File: config.mk
export PLATFORM = sky130hd
export DESIGN_NAME = cpu_ctrl
export DESIGN_NICKNAME = d
export VERILOG_FILES = /design/src/rtl/cpu_pkg.sv /design/src/rtl/instr_dec.sv /design/src/rtl/cpu_ctrl.sv
export SDC_FILE = /design/constraint.sdc
export NUM_CORES = 1
export LEC_CHECK = 0
export ABC_CLOCK_PERIOD_IN_PS = 1500
export BUFFER_PORTS_ARGS = -buffer_cell sky130_fd_sc_hd__buf_2
export CORE_AREA = 2 2 64 66
export DETAILED_ROUTE_END_ITERATION = 7
export DIE_AREA = 0 0 66 68
export MAX_ROUTING_LAYER = met4
export PLACE_DENSITY = 0.73
export REMOVE_ABC_BUFFERS = 1
export SYNTH_ARGS = -nofsm -noshare
export SYNTH_HDL_FRONTEND = slang
export SYNTH_SLANG_ARGS = --single-unit
File: constraint.sdc
create_clock -name clk -period 1.5 [get_ports clk]
set_clock_uncertainty 0.05 [all_clocks]
set_input_delay 0.075 -clock clk [delete_from_list [all_inputs] [get_ports clk]]
set_output_delay 0.075 -clock clk [all_outputs]
set_load 0.02 [all_outputs]
File: src/rtl/cpu_pkg.sv
// cpu_pkg: shared state encoding and field constants for the cpu_ctrl sequencer.
`default_nettype none

package cpu_pkg;

  typedef enum logic [2:0] {
    S_WAIT   = 3'd0,
    S_DECODE = 3'd1,
    S_GET_A  = 3'd2,
    S_GET_B  = 3'd3,
    S_EXEC   = 3'd4,
    S_WR_REG = 3'd5,
    S_WR_IMM = 3'd6,
    S_HALT   = 3'd7
  } state_t;

  localparam logic [2:0] OPC_MOV  = 3'b110;
  localparam logic [2:0] OPC_ALU  = 3'b101;
  localparam logic [2:0] OPC_HALT = 3'b111;

  localparam logic [1:0] MOV_REG = 2'b00;
  localparam logic [1:0] MOV_IMM = 2'b10;

  localparam logic [1:0] ALU_ADD = 2'b00;
  localparam logic [1:0] ALU_SUB = 2'b01;
  localparam logic [1:0] ALU_AND = 2'b10;
  localparam logic [1:0] ALU_MVN = 2'b11;

  localparam logic VSEL_C   = 1'b0;
  localparam logic VSEL_IMM = 1'b1;

  function automatic logic [15:0] sext8(input logic [7:0] v);
    return {{8{v[7]}}, v};
  endfunction

endpackage

`default_nettype wire

File: src/rtl/instr_dec.sv
// instr_dec: combinational field split and immediate sign extension of the IR.
`default_nettype none

module instr_dec
  import cpu_pkg::*;
(
  input  logic [15:0] ir,
  output logic [2:0]  opcode,
  output logic [1:0]  op,
  output logic [2:0]  rn,
  output logic [2:0]  rd,
  output logic [1:0]  sh,
  output logic [2:0]  rm,
  output logic [15:0] sximm8
);

  assign opcode = ir[15:13];
  assign op     = ir[12:11];
  assign rn     = ir[10:8];
  assign rd     = ir[7:5];
  assign sh     = ir[4:3];
  assign rm     = ir[2:0];
  assign sximm8 = sext8(ir[7:0]);

endmodule

`default_nettype wire

File: src/rtl/cpu_ctrl.sv
// cpu_ctrl: multi-cycle Moore sequencer driving regfile, operand regs, shifter, ALU, status.
// Optional HALT state enabled by defining CPU_CTRL_HALT_EN.
`default_nettype none

module cpu_ctrl
  import cpu_pkg::*;
(
  input  logic        clk,
  input  logic        reset_n,
  input  logic        s,
  input  logic [15:0] in,
  output logic        w,
  output logic [2:0]  readnum,
  output logic [2:0]  writenum,
  output logic        write,
  output logic        vsel,
  output logic [15:0] sximm8,
  output logic        loada,
  output logic        loadb,
  output logic        loadc,
  output logic        loads,
  output logic        asel,
  output logic [1:0]  shift,
  output logic [1:0]  ALUop,
  output logic        halted
);

  state_t      state;
  logic [15:0] ir;

  logic [2:0] opcode;
  logic [1:0] op;
  logic [2:0] rn;
  logic [2:0] rd;
  logic [1:0] sh;
  logic [2:0] rm;

  instr_dec u_dec (
    .ir     (ir),
    .opcode (opcode),
    .op     (op),
    .rn     (rn),
    .rd     (rd),
    .sh     (sh),
    .rm     (rm),
    .sximm8 (sximm8)
  );

  logic is_alu;
  logic is_mov_reg;
  logic is_mov_imm;
  logic is_cmp;

  assign is_alu     = (opcode == OPC_ALU);
  assign is_mov_reg = (opcode == OPC_MOV) && (op == MOV_REG);
  assign is_mov_imm = (opcode == OPC_MOV) && (op == MOV_IMM);
  assign is_cmp     = is_alu && (op == ALU_SUB);

`ifdef CPU_CTRL_HALT_EN
  logic halted_r;
  assign halted = halted_r;
`else
  assign halted = 1'b0;
`endif

  // Outputs are registered for the state being entered, so each one is a
  // function of the current state and IR only.
  always_ff @(posedge clk or negedge reset_n) begin
    if (!reset_n) begin
      state    <= S_WAIT;
      ir       <= '0;
      w        <= 1'b1;
      readnum  <= '0;
      writenum <= '0;
      write    <= 1'b0;
      vsel     <= VSEL_C;
      loada    <= 1'b0;
      loadb    <= 1'b0;
      loadc    <= 1'b0;
      loads    <= 1'b0;
      asel     <= 1'b0;
      shift    <= '0;
      ALUop    <= ALU_ADD;
`ifdef CPU_CTRL_HALT_EN
      halted_r <= 1'b0;
`endif
    end else begin
      w        <= 1'b0;
      readnum  <= '0;
      writenum <= '0;
      write    <= 1'b0;
      vsel     <= VSEL_C;
      loada    <= 1'b0;
      loadb    <= 1'b0;
      loadc    <= 1'b0;
      loads    <= 1'b0;
      asel     <= 1'b0;
      shift    <= '0;
      ALUop    <= ALU_ADD;

      case (state)
        S_WAIT: begin
          if (s) begin
            ir    <= in;
            state <= S_DECODE;
          end else begin
            w <= 1'b1;
          end
        end

        S_DECODE: begin
          if (is_mov_imm) begin
            state    <= S_WR_IMM;
            writenum <= rn;
            vsel     <= VSEL_IMM;
            write    <= 1'b1;
          end else if (is_mov_reg) begin
            state   <= S_GET_B;
            readnum <= rm;
            loadb   <= 1'b1;
            shift   <= sh;
          end else if (is_alu) begin
            state   <= S_GET_A;
            readnum <= rn;
            loada   <= 1'b1;
          end else if (opcode == OPC_HALT) begin
`ifdef CPU_CTRL_HALT_EN
            state    <= S_HALT;
            halted_r <= 1'b1;
`else
            state <= S_WAIT;
            w     <= 1'b1;
`endif
          end else begin
            state <= S_WAIT;
            w     <= 1'b1;
          end
        end

        S_GET_A: begin
          state   <= S_GET_B;
          readnum <= rm;
          loadb   <= 1'b1;
          shift   <= sh;
        end

        S_GET_B: begin
          state <= S_EXEC;
          shift <= sh;
          asel  <= is_mov_reg;
          ALUop <= is_alu ? op : ALU_ADD;
          if (is_cmp) loads <= 1'b1;
          else        loadc <= 1'b1;
        end

        S_EXEC: begin
          // CMP only updates status, so it has no register write-back.
          if (is_cmp) begin
            state <= S_WAIT;
            w     <= 1'b1;
          end else begin
            state    <= S_WR_REG;
            writenum <= rd;
            vsel     <= VSEL_C;
            write    <= 1'b1;
          end
        end

        S_WR_REG, S_WR_IMM: begin
          state <= S_WAIT;
          w     <= 1'b1;
        end

        S_HALT: begin
`ifdef CPU_CTRL_HALT_EN
          state    <= S_HALT;
          halted_r <= 1'b1;
`else
          state <= S_WAIT;
          w     <= 1'b1;
`endif
        end

        default: begin
          state <= S_WAIT;
          w     <= 1'b1;
        end
      endcase
    end
  end

endmodule

`default_nettype wire

Yosys cells after proc, flatten, opt, wreduce, memory -nomap -nowiden

Cells that the tools add are included.

Equal/unequal tests: 12
Mux-type cells: 38
Reduce and logical (&&, ||, !) cells: 8

Operators with widths:

| operator             | count |
|---|---|
| $mux W3              | 8 |
| $eq A3 B3 Y1 const B | 6 |
| $pmux W3 S6          | 1 |
| $mux W1              | 17 |
| $mux W2              | 6 |
| $pmux W3 S2          | 2 |
| $eq A3 B2 Y1 const B | 2 |
| $pmux W1 S2          | 2 |
| $pmux W1 S4          | 1 |
| $pmux W2 S2          | 1 |
| $eq A3 B1 Y1 const B | 1 |
| $logic_and A1 B1 Y1  | 3 |
| $logic_not A3 Y1     | 1 |
| $reduce_or A3 Y1     | 1 |
| $eq A2 B1 Y1 const B | 1 |
| $eq A2 B2 Y1 const B | 1 |
| $logic_not A2 Y1     | 1 |
| $ne A2 B2 Y1 const B | 1 |
| $reduce_and A2 Y1    | 1 |
| $reduce_or A2 Y1     | 1 |

Register bits after elaboration: 37
Input port bits: 19
Output and inout port bits: 35
Logic and storage cells: 72

Longest topological paths before layout

Gate-level depths: netlist of the first run.

Word-level depth: 5
Gate-level depth with buffers: 5

Cells and area by module

Synthesis of the first run repeated with hierarchy kept, for this count alone.

Cells, all modules: 132
Area, all modules: 1,735.4 µm²

Modules (own cells, without submodules):

| module    | instances | cells each | area each (µm²) | seq. area each (µm²) |
|---|---|---|---|---|
| cpu_ctrl  | 1         | 100        | 1,495.2         | 927.1 |
| instr_dec | 1         | 32         | 240.2           | 0.0 |

Least setup slack after synthesis of the first run

Ideal clock, no wire load.

Path type: reg2reg
From: register state[0]
To: register ir[3]
Setup time: 0.125 ns
Arrival: 1.454 ns
Data required time: 1.325 ns
Setup slack: -0.129 ns
Stages on the path, launching flop included: 5
Buffers on the path: 2
Clock period less this slack: 1.629 ns
Path through: dfrtp_1 -> buf_4 -> nor4b_4 -> buf_6 -> mux2_4

Word-level cells in the longest chain between the ends: 2

Ends and longest elaborated chain:

| what                        | line            | RTL |
|---|---|---|
| start, declared             | cpu_ctrl.sv:28  | `state_t state;` |
| start signal, assigned      | cpu_ctrl.sv:70  | `state <= S_WAIT;` |
| start signal, assigned      | cpu_ctrl.sv:105 | `state <= S_DECODE;` |
| start signal, assigned      | cpu_ctrl.sv:113 | `state <= S_WR_IMM;` |
| $logic_not A3 Y1            | cpu_ctrl.sv:101 | `case (state)` |
| $reduce_and A2 Y1 (no line) | --              |  |
| end signal, assigned        | cpu_ctrl.sv:104 | `ir <= in;` |
| end, declared               | cpu_ctrl.sv:29  | `logic [15:0] ir;` |

No other way between the ends.
A chain may end at the register's enable or synchronous reset.

Final worst setup path of the first run

From: register state[0]
To: register ir[1]

The elaborated chain is that of the path after synthesis.

==> results.toml, run 1 <==
[finish]
finalInstanceArea_mm2 = 0.00227
fin_nets = 214
drive_gt1_frac = 0.510
final_core_util = 0.589
syn_to_final_growth_pct = 37.6
fin_cells = 246
diodes = 0

[hold_path]
holdCritPathClass = "input port to flip-flop"
min_path_cells = 3

[timing]
final-setup-viol-count = 8
drv_slew = 0
grt_setup_unrepaired = "true"
hold_viol = 0
fmax_mhz = 661
min_period_ps = 1510
hold_slack_ps = 27.1
finalCritPeriodShare = 1.01
setup_tns_ps = -60.8
worst_slack_ps = -12.7

[critical_path]
cp_max_fo = 6
startpoint_type = "flip-flop"
slowest_delay_ps = 440
critPathKind = "flip-flop to flip-flop"
endpoint = "ir[1]"
reg2reg_slack_ps = -10
cp-startpoint = "state[0]"
critPathArrivalTime_ps = 1640
r2r_end = "ir[1]"
cp_data_required_time_ps = 1620
rr_worst_depth = 4
cp_slowest_cell = "dfrtp_2"
crit-reg2reg-launch = "state[0]"
crit_path_end_kind = "flip-flop"
crit_chain = "nor4b_4 > buf_4 > buf_12 > mux2_2"

[power]
cellPowerDensity_mw_per_mm2 = 2120
ir_worst_vdd_v = 0.00111
intPower_mw = 2.92
leakagePower_nw = 1.14
report.power.total_mw = 4.81
p_comb_frac = 0.519
power.switching_mw = 1.89
switching_share = 0.392
power_frac_seq = 0.348
clock_power_share = 0.134

[logic_synthesis]
synthCells = 122
yosys_warnings = 0
synth_cell_types = 34
yosysTopAreaCell = "dfrtp_1"
synth.avg_cell_area_um2 = 13.5
ys_ff_latch = 37
synthFlopType = "dfrtp_1"
ys_top_cells_by_area = "dfrtp_1, buf_4, mux2_2"
yosysSeqAreaShare = 0.561
synthArstFlopShare = 1.00
synth_area_mm2 = 0.00165
synth_edf_count = 0
yosysTopAreaCellShare = 0.545

[drt]
drtIter0Drc = 38
vias = 1214
drc = 0
drt-wirelength-per-cell_um = 15.2
ant_nets = 0
routed_via_density = 4.93
drt-total-wl_mm = 3.74
dr.pass1.iters = 4

[global_routing]
grt_pass1_wl_mm = 5.40
grt_util_all_layers = 0.172
grt_max_degree = 38
grt_overflow_total = 0
grt_pass1_vias = 1135
antenna_found_initial = 0

[clock_tree]
htreeDepth = 2
cts_sinks = 37
worstSkewPairLatency_ps = 280
cts_buffers = 5
cts_buffer_depth = 2
clk_pin_slew_worst_paths_ps = 70
cts_tree = "yes"
cts_root_buf = "clkbuf_8"

[flow_run]
maxCapViolations = 0

[floorplan]
core_area_mm2 = 0.00386
dieArea_mm2 = 0.00449
fp.dieH_um = 68
rows = 23
start_util = 0.428
die_x_um = 66
ios = 54

[placed_design]
portBuffers = 52
placed_cells = 217
post_dp_cell_area_mm2 = 0.00193
gp_congestion = 0.808
place_hpwl_mm = 2.45
pre_cts_ws_ps = -1.09

[run_status]
status = "finished with violations"
violations = "negative setup slack"
flip-flops by register name, summed over array words and instances, names as in the netlist:
signal and count:
vsel 1, loadb 1, loada 1, ir 16, loads 1, shift 2
writenum 3, state 3, asel 1, readnum 3, w 1, write 1
ALUop 2, loadc 1
cell type report:
cell class	instances	area, um^2
multi-input cells	62	591
well taps	50	62.6
clock buffers	8	80.1
inverters	2	7.51
flip-flops and latches	37	928
fillers	321	1580
repair buffers	87	603
critical path: cells and delay by family, from the launching register on:
family        cells  cell delay (ps)
flops             1              440
mux               1              330
buf+inv           2              320
simple gates      1              260
logic make-up (layout without fill, tap and decap cells):
logic type / count (synthesis) / count (layout) / share of synthesized area
flip-flops: 37 / 37 / 0.561
AND/OR/NAND/NOR: 26 / 26 / 0.122
buffers and inverters: 23 / 97 / 0.102
AO/OA/AOI/OAI: 21 / 21 / 0.103
multiplexers: 14 / 14 / 0.109
other: 1 / 1 / 0.00227
power groups by stage:
stage	Clock (mW)	Combinational (mW)	Sequential, mW
after floorplan	0	0.891	2.11
final	0.644	2.49	1.67
after global routing	0.705	2.64	1.72
after detailed placement	0	2.20	1.67
after CTS	0.672	2.27	1.66
after global placement	0	2.11	1.66
how the worst min path moves through the flow:
stage,startpoint,endpoint,slack [ps]
floorplan,reset_n,ALUop[0],-270
global placement,reset_n,ir[5],80
detailed placement,reset_n,readnum[0],100
CTS,s,w,10
global route,s,w,50
finish,s,w,30
layout by cell type, fill, tap and decap left out, drive strengths merged:
cell         Yosys  layout
a21oi            3       3
a22o             6       6
a41oi            1       1
and4bb           1       1
buf             20      69
clkbuf           1       9
conb             1       1
dfrtp           36      36
dfstp            1       1
dlygate4sd3      0      17
inv              2       2
mux2            14      14
nand2            3       3
nand2b           2       2
nand3b           2       2
nand4bb          1       1
nor2             3       3
nor2b            3       3
nor3             4       4
nor3b            3       3
nor4             1       1
nor4b            1       1
o211a            1       1
o211ai           1       1
o21ai            4       4
o311a            1       1
o311ai           2       2
o31ai            2       2
or3b             2       2
per-layer routing:
metal	up-vias	global-route usage	share of wire
met2	42	0.275	0.51
met4	0	0.115	0.041
met5	-	-	0
li1	565	-	-
met3	16	0.0428	0.049
met1	591	0.192	0.40
cells in the mapped netlist (all sizes together), types with 3 or more instances:
| cell | count |
|---|---|
| a21oi | 3 |
| dfrtp | 36 |
| buf | 20 |
| o21ai | 4 |
| nand2 | 3 |
| nor3 | 4 |
| a22o | 6 |
| nor2 | 3 |
| nor2b | 3 |
| nor3b | 3 |
| mux2 | 14 |
repair_timing:
action	in CTS	in global routing
gates cloned	0	1
gates resized for setup	4	7
hold endpoints to repair	52	0
setup buffers	0	3
endpoints found under the setup margin	5	15
pin swaps	1	2
hold buffers	17	0
No activity file was read; power rests on OpenSTA's default activity.
==> inputs of run 2 (changes only) <==
- REMOVE_ABC_BUFFERS: 1 -> not set
==> run 2 against run 1 <==
The flow now finishes without violations; final area down 3.9%; first-iteration DRC count shrank 68%; critical path depth fell by 1; sequential power is essentially flat; count of clock-buffer cells in the layout down 3; worst hold slack gained 4.4 ps; final cell count shrank 2.8%; combinational power shrank 12%; critical endpoint is now ir[2]; largest cell class unchanged.
==> results.toml, run 2 (synthesis results as in run 1) <==
[timing]
drv_slew = 0
finalCritPeriodShare = 0.999
hold_viol = 0
worst_slack_ps = 1.92
slew_headroom = 0.627
min_period_ps = 1500
grt_setup_unrepaired = "true"
worst_slew_pin_slew_ps = 560
final-setup-viol-count = 0
fmax_mhz = 668

[floorplan]
start_util = 0.428
dieArea_mm2 = 0.00449
die_x_um = 66
core_area_mm2 = 0.00386
ios = 54
fp.dieH_um = 68
rows = 23

[placed_design]
post_dp_cell_area_mm2 = 0.00191
pre_cts_ws_ps = -10.3
place_hpwl_mm = 2.38
gp_congestion = 0.789
portBuffers = 52

[hold_path]
holdCritPathClass = "input port to flip-flop"

[drt]
ant_nets = 0
drt-wirelength-per-cell_um = 13.5
dr.pass1.iters = 2
drt-total-wl_mm = 3.23
routed_via_density = 4.74
drtIter0Drc = 12
vias = 1132
drc = 0

[clock_tree]
htreeDepth = 2
cts_buffers = 5
worstSkewPairLatency_ps = 290
clk_pin_slew_worst_paths_ps = 70
postCtsSetupBuffers = 0
cts_buffer_depth = 2
cts_sinks = 37
cts_tree = "yes"
cts_root_buf = "clkbuf_8"

[global_routing]
grt_overflow_total = 0
grt_pass1_vias = 1121
grt_max_degree = 27
grt_util_all_layers = 0.157
grt_pass1_wl_mm = 5.08
antenna_found_initial = 0

[logic_synthesis]
synth_nets = 141

[run_status]
status = "finished, final reports clean"

[finish]
diodes = 0
final_common_cell = "buf_2"
final_core_util = 0.567
largest_reg_flops = 16
syn_to_final_growth_pct = 32.3
fin_nets = 207
top_register = "ir"
finalInstanceArea_mm2 = 0.00218
drive_gt1_frac = 0.519
final_cell_mix = "buf_2, dfrtp_1, dlygate4sd3_1, buf_4"

[critical_path]
crit_path_end_kind = "flip-flop"
slowest_delay_ps = 450
critPathArrivalTime_ps = 1620
crit_chain = "nor4b_4 > buf_12 > mux2_2"
cp_slowest_cell = "dfrtp_2"
critPathKind = "flip-flop to flip-flop"
startpoint_type = "flip-flop"
reg2reg_slack_ps = 2
cp_data_required_time_ps = 1620
cp_max_fo = 18

[power]
cellPowerDensity_mw_per_mm2 = 2070
leakagePower_nw = 1.08
ir_worst_vdd_v = 0.00114

[flow_run]
maxCapViolations = 0
-- run 2: changes by cell type in the layout (fill, tap and decap cells not counted), sizes merged --
| cell | change |
|---|---|
| clkinv | +2 |
| buf | -6 |
| clkbuf | -4 |
| clkinvlp | +1 |
-- run 2: final timing paths --
kind / end / startpoint / depth (start not counted)
worst max-delay path: ir[2] / state[2] / 3
worst min-delay path: w / s / 3
worst max register to register: ir[2] / state[2] / 3
worst min register to register: readnum[1] / ir[1] / 1
max in group asynchronous: readnum[1] / reset_n / 3
min in group asynchronous: ir[15] / reset_n / 2
-- run 2: report_power, final --
group | switching (mW) | leakage, nW | internal, mW
sequential | 0.301 | 0.470 | 1.38
combinational | 1.15 | 0.563 | 1.03
clock | 0.347 | 0.0439 | 0.320
total | 1.80 | 1.08 | 2.73
-- run 2: per-layer routing --
layer	GRT usage	routed length, um
met5	-	0
met4	0.0612	36
met3	0.0296	119
met2	0.268	1730
met1	0.187	1350
-- run 2: layout make-up --
type / instances / area (um^2)
flip-flops and latches: 37 / 931
fillers: 350 / 1670
multi-input cells: 62 / 572
clock inverters: 3 / 17.5
well taps: 50 / 62.6
repair buffers: 80 / 526
clock buffers: 5 / 68.8
inverters: 2 / 7.51
-- run 2: through the flow --
| stage | total power [mW] | std cells | setup TNS (ps) | hold slack (ps) |
|---|---|---|---|---|
| after floorplan | 3.41 | 122 | -709 | -271 |
| after global placement | 3.74 | 214 | 0 | 40.1 |
| after detailed placement | 3.82 | 214 | -18.1 | 46.8 |
| after CTS | 4.54 | 239 | -7.21 | 32.3 |
| after global routing | 4.84 | 239 | -174 | 55.4 |
| final | 4.53 | 239 | 0 | 31.4 |
-- run 2: what timing repair did --
item	in CTS	in global routing
hold buffers	17	0
resized for setup	3	4
pin swaps	1	2
endpoints found under the setup margin	13	14
endpoints found under the hold margin	40	0
-- run 2: critical path: cells and delay by family, from the launching register on --
family / cells / cell delay [ps]
and+or+nand+nor: 1 / 330
DFF: 1 / 450
buffers and inverters: 1 / 210
muxes: 1 / 340
